$ cat src/rtl/lsu_pkg.sv
// Shared encodings for the load/store sequencer: access sizes and FSM states.
package lsu_pkg;

  localparam logic [1:0] SZ_BYTE = 2'b00;
  localparam logic [1:0] SZ_HALF = 2'b01;
  localparam logic [1:0] SZ_WORD = 2'b10;

  typedef enum logic [1:0] {
    S_IDLE = 2'b00,
    S_RD   = 2'b01,
    S_WR   = 2'b10,
    S_RSP  = 2'b11
  } state_t;

  // Size 2'b11 behaves as a word access.
  function automatic logic is_word(input logic [1:0] size);
    return size[1];
  endfunction

endpackage

$ cat src/rtl/lsu_lane_merge.sv
// Combinational lane logic: extracts/extends a load lane from a memory word and
// merges a byte/half store into a previously read word.
module lsu_lane_merge
  import lsu_pkg::*;
(
  input  logic [31:0] i_rd_word,
  input  logic [31:0] i_wdata,
  input  logic [1:0]  i_adr_lo,
  input  logic [1:0]  i_size,
  input  logic        i_unsigned,
  output logic [31:0] o_load_data,
  output logic [31:0] o_store_data
);

  logic [7:0]  w_byte;
  logic [15:0] w_half;

  always_comb begin
    w_byte = 8'h00;
    case (i_adr_lo)
      2'b00:   w_byte = i_rd_word[7:0];
      2'b01:   w_byte = i_rd_word[15:8];
      2'b10:   w_byte = i_rd_word[23:16];
      default: w_byte = i_rd_word[31:24];
    endcase
    w_half = i_adr_lo[1] ? i_rd_word[31:16] : i_rd_word[15:0];
  end

  always_comb begin
    o_load_data = i_rd_word;
    if (is_word(i_size)) begin
      o_load_data = i_rd_word;
    end else if (i_size == SZ_HALF) begin
      o_load_data = {{16{~i_unsigned & w_half[15]}}, w_half};
    end else begin
      o_load_data = {{24{~i_unsigned & w_byte[7]}}, w_byte};
    end
  end

  always_comb begin
    o_store_data = i_rd_word;
    if (is_word(i_size)) begin
      o_store_data = i_wdata;
    end else if (i_size == SZ_HALF) begin
      if (i_adr_lo[1]) o_store_data[31:16] = i_wdata[15:0];
      else             o_store_data[15:0]  = i_wdata[15:0];
    end else begin
      case (i_adr_lo)
        2'b00:   o_store_data[7:0]   = i_wdata[7:0];
        2'b01:   o_store_data[15:8]  = i_wdata[7:0];
        2'b10:   o_store_data[23:16] = i_wdata[7:0];
        default: o_store_data[31:24] = i_wdata[7:0];
      endcase
    end
  end

endmodule

$ cat src/rtl/load_store_unit.sv
// Sub-word load/store sequencer in front of a word-only memory (RMW for sb/sh).
// Optional misalignment trap enabled by defining LSU_MISALIGN_CHECK_EN.
module load_store_unit
  import lsu_pkg::*;
#(
  parameter int ADDR_W = 32
) (
  input  logic              clk,
  input  logic              rst,
  input  logic              req_valid,
  output logic              req_ready,
  input  logic              req_we,
  input  logic [1:0]        req_size,
  input  logic              req_unsigned,
  input  logic [ADDR_W-1:0] req_adr,
  input  logic [31:0]       req_wdata,
  output logic              rsp_valid,
  output logic [31:0]       rsp_rdata,
  output logic              rsp_err,
  output logic [ADDR_W-1:0] mem_adr,
  output logic [31:0]       mem_din,
  output logic              mem_rd,
  output logic              mem_wr,
  input  logic [31:0]       mem_dout
);

  state_t            r_state;
  state_t            w_nxt;
  logic              r_we;
  logic              r_uns;
  logic [1:0]        r_size;
  logic [ADDR_W-1:0] r_adr;
  logic [31:0]       r_wdata;
  logic [31:0]       r_rd_q;
  logic [31:0]       r_rsp_rdata;
  logic              r_rsp_err;

  logic              w_accept;
  logic              w_req_err;
  logic [ADDR_W-1:0] w_wadr;
  logic [31:0]       w_rd_word;
  logic [31:0]       w_load;
  logic [31:0]       w_store;

`ifdef LSU_MISALIGN_CHECK_EN
  assign w_req_err = ((req_size == SZ_HALF) && req_adr[0]) ||
                     (is_word(req_size) && (req_adr[1:0] != 2'b00));
`else
  assign w_req_err = 1'b0;
`endif

  assign w_accept = req_valid && (r_state == S_IDLE);
  assign w_wadr   = {r_adr[ADDR_W-1:2], 2'b00};
  // Extraction happens while the read is in flight; merging uses the captured word.
  assign w_rd_word = (r_state == S_RD) ? mem_dout : r_rd_q;

  lsu_lane_merge u_lane (
    .i_rd_word    (w_rd_word),
    .i_wdata      (r_wdata),
    .i_adr_lo     (r_adr[1:0]),
    .i_size       (r_size),
    .i_unsigned   (r_uns),
    .o_load_data  (w_load),
    .o_store_data (w_store)
  );

  always_ff @(posedge clk or posedge rst) begin
    if (rst) r_state <= S_IDLE;
    else     r_state <= w_nxt;
  end

  always_comb begin
    w_nxt     = r_state;
    req_ready = 1'b0;
    rsp_valid = 1'b0;
    mem_rd    = 1'b0;
    mem_wr    = 1'b0;
    mem_adr   = '0;
    mem_din   = 32'h0;
    case (r_state)
      S_IDLE: begin
        req_ready = 1'b1;
        if (w_accept) begin
          if (w_req_err)                         w_nxt = S_RSP;
          else if (req_we && is_word(req_size)) w_nxt = S_WR;
          else                                   w_nxt = S_RD;
        end
      end
      S_RD: begin
        mem_rd  = 1'b1;
        mem_adr = w_wadr;
        w_nxt   = r_we ? S_WR : S_RSP;
      end
      S_WR: begin
        mem_wr  = 1'b1;
        mem_adr = w_wadr;
        mem_din = w_store;
        w_nxt   = S_RSP;
      end
      default: begin
        rsp_valid = 1'b1;
        w_nxt     = S_IDLE;
      end
    endcase
  end

  always_ff @(posedge clk or posedge rst) begin
    if (rst) begin
      r_we        <= 1'b0;
      r_uns       <= 1'b0;
      r_size      <= SZ_BYTE;
      r_adr       <= '0;
      r_wdata     <= 32'h0;
      r_rd_q      <= 32'h0;
      r_rsp_rdata <= 32'h0;
      r_rsp_err   <= 1'b0;
    end else begin
      if (w_accept) begin
        r_we    <= req_we;
        r_uns   <= req_unsigned;
        r_size  <= req_size;
        r_adr   <= req_adr;
        r_wdata <= req_wdata;
      end
      if (r_state == S_RD) r_rd_q <= mem_dout;
      // Response registers update only on entry to RSP, so they hold between responses.
      if ((w_nxt == S_RSP) && (r_state != S_RSP)) begin
        r_rsp_rdata <= ((r_state == S_RD) && !r_we) ? w_load : 32'h0;
        r_rsp_err   <= (r_state == S_IDLE) ? w_req_err : 1'b0;
      end
    end
  end

  assign rsp_rdata = r_rsp_rdata;
  assign rsp_err   = r_rsp_err;

endmodule

$ cat config.mk
export PLATFORM = sky130hd
export DESIGN_NAME = load_store_unit
export DESIGN_NICKNAME = d
export VERILOG_FILES = /design/src/rtl/lsu_pkg.sv /design/src/rtl/lsu_lane_merge.sv /design/src/rtl/load_store_unit.sv
export SDC_FILE = /design/constraint.sdc
export NUM_CORES = 1
export LEC_CHECK = 0
export ABC_AREA = 1
export BUFFER_PORTS_ARGS = -buffer_cell sky130_fd_sc_hd__buf_2
export CAP_MARGIN = 20
export CORE_AREA = 2 2 122 124
export CTS_CLUSTER_SIZE = 24
export DETAILED_ROUTE_END_ITERATION = 16
export DIE_AREA = 0 0 124 126
export HOLD_SLACK_MARGIN = 0.12
export PLACE_DENSITY = 0.73
export SYNTH_ARGS = -nofsm -noshare
export SYNTH_HDL_FRONTEND = slang
export SYNTH_SLANG_ARGS = --single-unit
$ cat constraint.sdc
create_clock -name clk -period 7.87 [get_ports clk]
set_input_delay 0 -clock clk [delete_from_list [all_inputs] [get_ports clk]]
set_output_delay 0 -clock clk [all_outputs]
set_load 0.1 [all_outputs]
==> metrics.cfg <==
[grt]
grt.overflow.total=0
grt_pass1_wl_um=37900
track_usage=0.317
antenna_found_initial=0
grt_pass1_vias=7247
grt_max_degree=91

[final_layout]
final_common_cell=nand2_1
final_cell_mix=nand2_1, buf_2, dfrtp_1
synthToLayoutAreaGrowth_pct=38.1
post-route-util=0.678
nFillCells=1158
diodes=0
nets=1342
drive_above_1_share=0.214

[place]
hpwlAfterDp_um=15400
gp_congestion=0.966
io_buffers=200

[route]
first_pass_iters=8
drt_wl_total_um=24000
vias=7521
avgViaCountPerCell=5.25
drcViolationCount=0
drtAntennaViolNets=0
wl_per_cell_um=16.8
dr.first_iter.drc_count=735

[sta]
tightest_slew_ns=1.06
hold_ws_ns=0.180
setup_viol=0
hold_viol=0
fin_crit_sh=0.559
final_max_slew_viol_count=0
finClkSkew_ns=0.00683
fmaxAchievable_mhz=227
rsz0062_at_grt=no
slew_headroom=0.295
layout_min_cycle_time_ns=4.40
final.setup.tns_ns=0

[logic_synthesis]
yosysSeqAreaShare=0.477
ys_warn_count=0
synth_compound_area_frac=0.153
synth_mux_area_frac=0
ys_seq_elements=134
synth_top_family_by_area=simple AND/OR/NAND/NOR gates
postSynthCellCount=959
synthAdderAreaFrac=0.00713
syn_area_mm2=0.00702
synth.distinct_cells=31
post-synth-top-area-fraction=0.477
synth_top_area_cell=dfrtp_1
syn_avg_cell_area_um2=7.32
ys_top_cells_by_area=dfrtp_1, nand2_1, inv_1
synth_xor_area_frac=0
synth_simple_gate_area_frac=0.263

[setup_path]
critPathArrivalTime_ns=4.40
cp-start-kind=register
end_kind=primary output
crit_fanout=64
required_ns=7.87
critPathKind=reg -> out

[floorplan]
coreArea_mm2=0.0143
row_count=44
dieArea_mm2=0.0156
pin_count=204
die_width_um=124
start_util=0.491
die_y_um=126

[clock_network]
cts_buffers=17
hold_buffers=102
clk_latency_ns=0.42
cts_setup_buffers=0
htree_levels=4
cts_resized=0
cts_buffer_depth=2
root_buffer=clkbuf_16
clk_pin_slew_ns=0.06
cts.sinks=134
tritoncts=done

[run_status]
status=completed

[worst_hold_path]
hold_path_class=in -> async

[run]
max_cap_viol_count=0

==> Yosys cell counts <==
library cell	instances
nand4_1	1
nand3_1	24
nand2_4	1
dfrtp_1	134
clkinv_1	1
nor2_1	28
o22ai_1	23
o21a_1	6
ha_1	4
nand3_2	1
nor2_2	1
buf_6	3
o21ai_2	8
a221oi_1	8
buf_2	9
a22oi_1	2
inv_1	107
buf_1	4
conb_1	1
nand2_2	5
o21ai_1	10
nand2_1	408
clkbuf_1	32
o211ai_1	6
inv_2	11
o21ai_0	62
o221ai_1	16
a21oi_1	35
a21oi_2	1
nor2_4	2
buf_4	5
==> logic make-up (layout without fill, tap and decap cells) <==
group,count (synthesis),after routing
and+or+nand+nor,471,471
adders and majority gates,4,4
DFF,134,134
other,1,3
AOI/OAI and AO/OA,177,177
buffers and inverters,172,459
==> sequential cells by signal, indices dropped and copies added, names as in the netlist <==
signal,cells
r_wdata,32
r_rd_q,32
r_adr,32
r_size,2
r_uns,1
rsp_rdata,32
r_we,1
r_state,2
==> cell type report <==
cell class                 instances  area (um^2)  share of cell area
sequential                       134         3350               0.346
multi-input combinational        655         2980               0.307
timing repair buffer             308         2070               0.214
clock buffer                      24          492              0.0507
inverter                         119          449              0.0463
tap                              184          230              0.0237
clock inverter                     8          120              0.0124
==> metrics by stage <==
stage | cells | cell area, um^2 | setup slack (ns)
2_1_floorplan | 961 | 7030 | 3.36
3_3_place_gp | 1297 | 8050 | 4.13
4_1_cts | 1431 | 9690 | 3.54
5_1_grt | 1432 | 9700 | 3.14
3_5_place_dp | 1297 | 8050 | 4.01
6_report | 1432 | 9700 | 3.47
==> metal layers <==
layer / up-vias / track usage / share of wire / wire, um
met4: 0 / 0.149 / 0.043 / 1040
met1: 3395 / 0.417 / 0.40 / 9660
met2: 461 / 0.492 / 0.46 / 11000
li1: 3582 / - / - / -
met3: 83 / 0.0770 / 0.097 / 2340
met5: - / 0 / 0 / 0
==> path summary, 6_finish.rpt <==
path                          startpoint       endpoint  slack, ns  cells after the start
hold / removal                       rst     r_wdata[3]       0.18                      3
min in group clk           req_wdata[31]    r_wdata[31]       0.31                      4
hold reg to reg              r_wdata[28]    r_wdata[28]       0.47                      2
setup / recovery               r_size[1]    mem_din[31]       3.47                      8
max in group asynchronous            rst   rsp_rdata[9]       6.68                      4
setup reg to reg               r_size[1]  rsp_rdata[30]       3.97                     10
==> worst max-delay path, cell delays in order, from the launching register on <==
cell	delay [ns]
dfrtp_1	0.63
inv_2	0.87
nand2_1	0.44
nor2_1	0.70
inv_2	0.37
nand3_1	0.19
o221ai_1	0.14
a21oi_1	0.15
buf_2	0.48
Power is not shown: default switching activity piles up to over one toggle a cycle in this logic, so the estimate is an artifact.
